--- config.mk ---
export PLATFORM = sky130hd
export DESIGN_NAME = lb_baud_tick_gen
export DESIGN_NICKNAME = d
export VERILOG_FILES = /design/src/rtl/lb_baud_pkg.sv /design/src/rtl/lb_reload_down_counter.sv /design/src/rtl/lb_baud_tick_gen.sv
export SDC_FILE = /design/constraint.sdc
export NUM_CORES = 1
export LEC_CHECK = 0
export BUFFER_PORTS_ARGS = -buffer_cell sky130_fd_sc_hd__buf_4
export CORE_ASPECT_RATIO = 1.2
export CORE_MARGIN = 5
export CORE_UTILIZATION = 55
export DETAILED_ROUTE_END_ITERATION = 12
export PLACE_DENSITY = 0.76
export SLEW_MARGIN = 0
export SYNTH_ARGS = -nofsm -noshare
export SYNTH_HDL_FRONTEND = slang
export SYNTH_SLANG_ARGS = --single-unit
--- constraint.sdc ---
create_clock -name clk -period 3.8 [get_ports clk]
set_input_delay 0.38 -clock clk [delete_from_list [all_inputs] [get_ports clk]]
set_output_delay 0.38 -clock clk [all_outputs]
set_load 0.02 [all_outputs]
--- src/rtl/lb_baud_pkg.sv ---
// ============================================================================
// Module  : lb_baud_pkg
// Brief   : Shared widths and oversample-factor constants for the baud tick generator.
// Rev     : 1.0
// ============================================================================
`default_nettype none

package lb_baud_pkg;

   localparam int PRESCALE_W_DEF = 20;
   localparam int OVS_W_DEF      = 4;

   // The ovs field holds the oversample factor minus one.
   localparam int OVS_16X = 15;
   localparam int OVS_8X  = 7;
   localparam int OVS_1X  = 0;

endpackage : lb_baud_pkg

`default_nettype wire

--- src/rtl/lb_reload_down_counter.sv ---
// ============================================================================
// Module  : lb_reload_down_counter
// Brief   : Down counter that reloads on restart or on reaching zero while enabled.
// Rev     : 1.0
// ============================================================================
`default_nettype none

module lb_reload_down_counter #(
   parameter int WIDTH = 8
) (
   input  logic             clk,
   input  logic             reset,
   input  logic [WIDTH-1:0] i_load_val,
   input  logic             i_en,
   input  logic             i_restart,
   output logic             o_tc
);

   logic [WIDTH-1:0] r_cnt;

   always_ff @(posedge clk) begin
      if (reset) begin
         r_cnt <= '0;
      end else if (i_restart) begin
         r_cnt <= i_load_val;
      end else if (i_en) begin
         if (r_cnt == '0) begin
            r_cnt <= i_load_val;
         end else begin
            r_cnt <= r_cnt - 1'b1;
         end
      end
   end

   assign o_tc = (r_cnt == '0);

endmodule : lb_reload_down_counter

`default_nettype wire

--- src/rtl/lb_baud_tick_gen.sv ---
// ============================================================================
// Module  : lb_baud_tick_gen
// Brief   : Prescaled oversample tick generator with mid-bit and end-of-bit ticks.
// Rev     : 1.0
// ============================================================================
`default_nettype none

module lb_baud_tick_gen
   import lb_baud_pkg::*;
#(
   parameter int PRESCALE_W = PRESCALE_W_DEF,
   parameter int OVS_W      = OVS_W_DEF
) (
   input  logic                  clk,
   input  logic                  reset,
   input  logic                  cs,
   input  logic                  load,
   input  logic [PRESCALE_W-1:0] prescale,
   input  logic [OVS_W-1:0]      ovs,
   input  logic                  sync_start,
   output logic                  sample_tick,
   output logic                  half_tick,
   output logic                  bit_tick
);

   logic [PRESCALE_W-1:0] r_pre;
   logic [OVS_W-1:0]      r_ovs;
   logic [OVS_W-1:0]      r_ovs_cnt;
   logic                  r_sample_tick;
   logic                  r_half_tick;
   logic                  r_bit_tick;

   logic [PRESCALE_W-1:0] w_reload_val;
   logic                  w_restart;
   logic                  w_pre_tc;
   logic [OVS_W-1:0]      w_half_pt;
   logic                  w_half_hit;
   logic                  w_bit_hit;

   // On load the new prescale must reach the counter in the same cycle as the shadow.
   assign w_reload_val = load ? prescale : r_pre;
   assign w_restart    = load | sync_start;

   lb_reload_down_counter #(
      .WIDTH (PRESCALE_W)
   ) u_pre (
      .clk        (clk),
      .reset      (reset),
      .i_load_val (w_reload_val),
      .i_en       (cs),
      .i_restart  (w_restart),
      .o_tc       (w_pre_tc)
   );

   assign w_half_pt  = r_ovs >> 1;
   assign w_half_hit = (r_ovs_cnt == w_half_pt);
   assign w_bit_hit  = (r_ovs_cnt == r_ovs);

   always_ff @(posedge clk) begin
      if (reset) begin
         r_pre         <= '0;
         r_ovs         <= '0;
         r_ovs_cnt     <= '0;
         r_sample_tick <= 1'b0;
         r_half_tick   <= 1'b0;
         r_bit_tick    <= 1'b0;
      end else if (load) begin
         r_pre         <= prescale;
         r_ovs         <= ovs;
         r_ovs_cnt     <= '0;
         r_sample_tick <= 1'b0;
         r_half_tick   <= 1'b0;
         r_bit_tick    <= 1'b0;
      end else if (sync_start) begin
         r_ovs_cnt     <= '0;
         r_sample_tick <= 1'b0;
         r_half_tick   <= 1'b0;
         r_bit_tick    <= 1'b0;
      end else if (cs) begin
         r_sample_tick <= w_pre_tc;
         r_half_tick   <= w_pre_tc & w_half_hit;
         r_bit_tick    <= w_pre_tc & w_bit_hit;
         if (w_pre_tc) begin
            r_ovs_cnt <= w_bit_hit ? '0 : r_ovs_cnt + 1'b1;
         end
      end else begin
         r_sample_tick <= 1'b0;
         r_half_tick   <= 1'b0;
         r_bit_tick    <= 1'b0;
      end
   end

   assign sample_tick = r_sample_tick;
   assign half_tick   = r_half_tick;
   assign bit_tick    = r_bit_tick;

endmodule : lb_baud_tick_gen

`default_nettype wire
==> results.yml <==
status:
  status: "finished clean"
clock_tree:
  post_cts_resized: 0
  h-tree-depth: 2
  cts_buffers: 5
  cts_hold_buf: 0
  clk_pin_slew_ps: 90
  cts_setup_buffers: 0
  clock-sinks: 51
  clock_latency_ps: 310
  clockRootBuffer: "clkbuf_8"
  cts_tree: "done"
  cts.path.max_buffers: 2
floorplan:
  die_x_um: 73.5
  core_sq_um: 4660
  initial_core_util_pct: 57.2
  dieArea_sq_um: 6340
  num_io_pins: 32
  core.rowCount: 27
  die_height_um: 86.3
worst_setup_path:
  regToRegEndpoint: "u_pre.r_cnt[12]$_SDFFE_PP0P_"
  crit_slowest_cell: "nor4_2"
  critical_path_class: "reg -> reg"
  reg2reg_slack_ps: 1090
  worst-path-buf-inv: 0
  r2r_cells: 5
  cpPeakStageDelay_ps: 660
  critical_path_depth: 5
  cp_top_family: "simple AND/OR/NAND/NOR gates"
  cp-start-kind: "flip-flop"
  critical_path_arrival_ps: 2930
  end_kind: "flip-flop"
  path_max_fanout: 10
  path_cells: "nor4_2 > nand4_1 > o21ai_1 > o21ai_0 > a221oi_1"
  required_ps: 4020
  r2r_start: "u_pre.r_cnt[4]$_SDFFE_PP0P_"
finish:
  fin_nets: 369
  diodes: 0
  area_growth_syn_to_layout_pct: 12.5
  final_cell_count_no_fill: 396
  fill_cells: 414
  drive_gt1_share_pct: 15.4
  final_area_sq_um: 3000
global_routing:
  gr-total-overflow: 0
  grt_usage_pct: 21.6
  grt_pass1_wl_mm: 11.1
  grt_pass1_vias: 2297
  grt_start_max_net_pins: 47
  antenna_found_initial: 0
timing:
  tns_ps: 0
  max_freq_ghz: 0.369
  tightestPinTransition_ps: 688
  hold_violations: 0
  slew_headroom_pct: 53.7
  clock_skew_ps: 7.69
  min_period_ps: 2710
  finalSetupViolations: 0
  final_max_slew_viol_count: 0
  period_share_pct: 71.4
  rsz0062_at_grt: "no"
  setup_slack_ps: 1090
synth:
  ys_seq_area_share_pct: 38.3
  synth_seq_cells: 51
  syn_avg_cell_area_sq_um: 8.38
  async_flop_share_pct: 0
  yosysTopAreaCellShare_pct: 38.3
  synth.most_common_cell: "dfxtp_1"
  synth_nets: 350
  synth_top_cells_by_count: "dfxtp_1 (51), nor2_1 (42), nand2_1 (24)"
  synthFlopType: "dfxtp_1"
  synthesis.instances: 318
  synth_area_leader_cell: "dfxtp_1"
  synth-edff-count: 0
  syn-cell-area_sq_um: 2670
  yosysUniqueCellTypes: 54
  ys_warn_count: 0
  synth.area.top_cells: "dfxtp_1 (38%), mux2i_1 (8.6%), nor2_1 (5.9%)"
routing:
  drt_wl_total_mm: 6.69
  wl_met1_mm: 2.99
  drt-initial-drc-count: 307
  wire_per_inst_um: 16.9
  wl_met3_um: 421
  first_pass_iters: 5
  drtAntennaViolNets: 0
  vias: 2531
  top_layer: "met4"
  via_per_inst: 6.39
  drc: 0
  wl_met2_mm: 3.15
min_path:
  hold_path_depth: 3
  hold_start: "ovs[2]"
  hold_end: "r_ovs[2]$_SDFFE_PP0P_"
  hold_class: "in -> reg"
power_and_ir_drop:
  leakage_uw: 0.00121
  p_per_area_nw_per_um2: 393
  peakVddDrop_uv: 231
flow_run:
  maxCapViolations: 0
placement:
  postPlaceCellArea_sq_um: 2900
  port_buffers: 31
  dp.cells: 388
  place_ws_ps: 1170
  gp_congestion: 0.886
  dpl.hpwl_mm: 4.64
cell type report:
| class | count | area (sq um) | area share, % |
|---|---|---|---|
| multi-input cells | 237 | 1520 | 50.8 |
| inverters | 9 | 33.8 | 1.13 |
| well taps | 58 | 72.6 | 2.42 |
| clock buffers | 8 | 100 | 3.34 |
| flip-flops and latches | 51 | 1020 | 34.1 |
| repair buffers | 33 | 248 | 8.26 |
sequential cells by signal, summed over array words and instances (netlist names):
| signal | flops |
|---|---|
| r_pre | 20 |
| u_pre.r_cnt | 20 |
| r_ovs | 4 |
| r_ovs_cnt | 4 |
| bit_tick | 1 |
| half_tick | 1 |
| sample_tick | 1 |
cells in the final DEF, fill, tap and decap left out, types with 3 or more instances in the layout:
cell and count:
a211oi_1 3, a21oi_1 9, a22oi_1 4, a31oi_1 8
buf_4 33, clkbuf_8 7, dfxtp_1 51, ha_1 3
inv_1 9, mux2i_1 23, nand2_1 24, nand2b_1 3
nand3_1 11, nand4_1 6, nor2_1 42, nor3_1 10
nor3b_1 3, nor4_1 8, o211ai_1 6, o21ai_0 14
o311ai_0 3, or3_2 3, or4_1 3, xnor2_1 6
xor2_1 4
where the power goes:
part	leakage [uW]	internal [uW]	total (uW)	switching, uW
sequential	0.000420	567	597	30.0
combinational	0.000738	94.0	234	140
clock	0.0000515	167	346	179
cells by family after synthesis:
| group | after synthesis | share of synthesized area [%] |
|---|---|---|
| xor+xnor | 10 | 3.29 |
| buf+inv | 30 | 4.55 |
| mux | 25 | 9.48 |
| compound gates | 72 | 19.0 |
| simple gates | 127 | 23.9 |
| flops | 51 | 38.3 |
| fa+ha+maj | 3 | 1.41 |
per-layer routing:
metal / vias to the layer above / GRT usage, %
met2: 103 / 34.5
met1: 1193 / 29.6
met5: - / 0
met3: 14 / 3.48
li1: 1221 / -
met4: 0 / 7.08
worst max path at each step:
stage | startpoint | endpoint | slack (ps)
4_1_cts | u_pre.r_cnt[4]$_SDFFE_PP0P_ | u_pre.r_cnt[12]$_SDFFE_PP0P_ | 1110
5_1_grt | u_pre.r_cnt[4]$_SDFFE_PP0P_ | u_pre.r_cnt[12]$_SDFFE_PP0P_ | 830
2_1_floorplan | u_pre.r_cnt[8]$_SDFFE_PP0P_ | u_pre.r_cnt[19]$_SDFFE_PP0P_ | 1310
3_3_place_gp | u_pre.r_cnt[4]$_SDFFE_PP0P_ | u_pre.r_cnt[12]$_SDFFE_PP0P_ | 1240
6_report | u_pre.r_cnt[4]$_SDFFE_PP0P_ | u_pre.r_cnt[12]$_SDFFE_PP0P_ | 1090
3_5_place_dp | u_pre.r_cnt[4]$_SDFFE_PP0P_ | u_pre.r_cnt[12]$_SDFFE_PP0P_ | 1170
worst register-to-register path: stages (launching register included):
cell and delay (ps):
dfxtp_1 380, nor4_2 670, nand4_1 500, o21ai_1 610
o21ai_0 180, a221oi_1 290
per-stage QoR:
stage | hold WS, ps | util, % | total power (uW)
after CTS | 303 | 64.3 | 1180
after global routing | 310 | 64.3 | 1230
after global placement | 461 | 62.2 | 833
after detailed placement | 463 | 62.2 | 839
after floorplan | 448 | - | 771
final | 304 | 64.3 | 1180
Note: power is estimated with default switching activity, not from simulation.
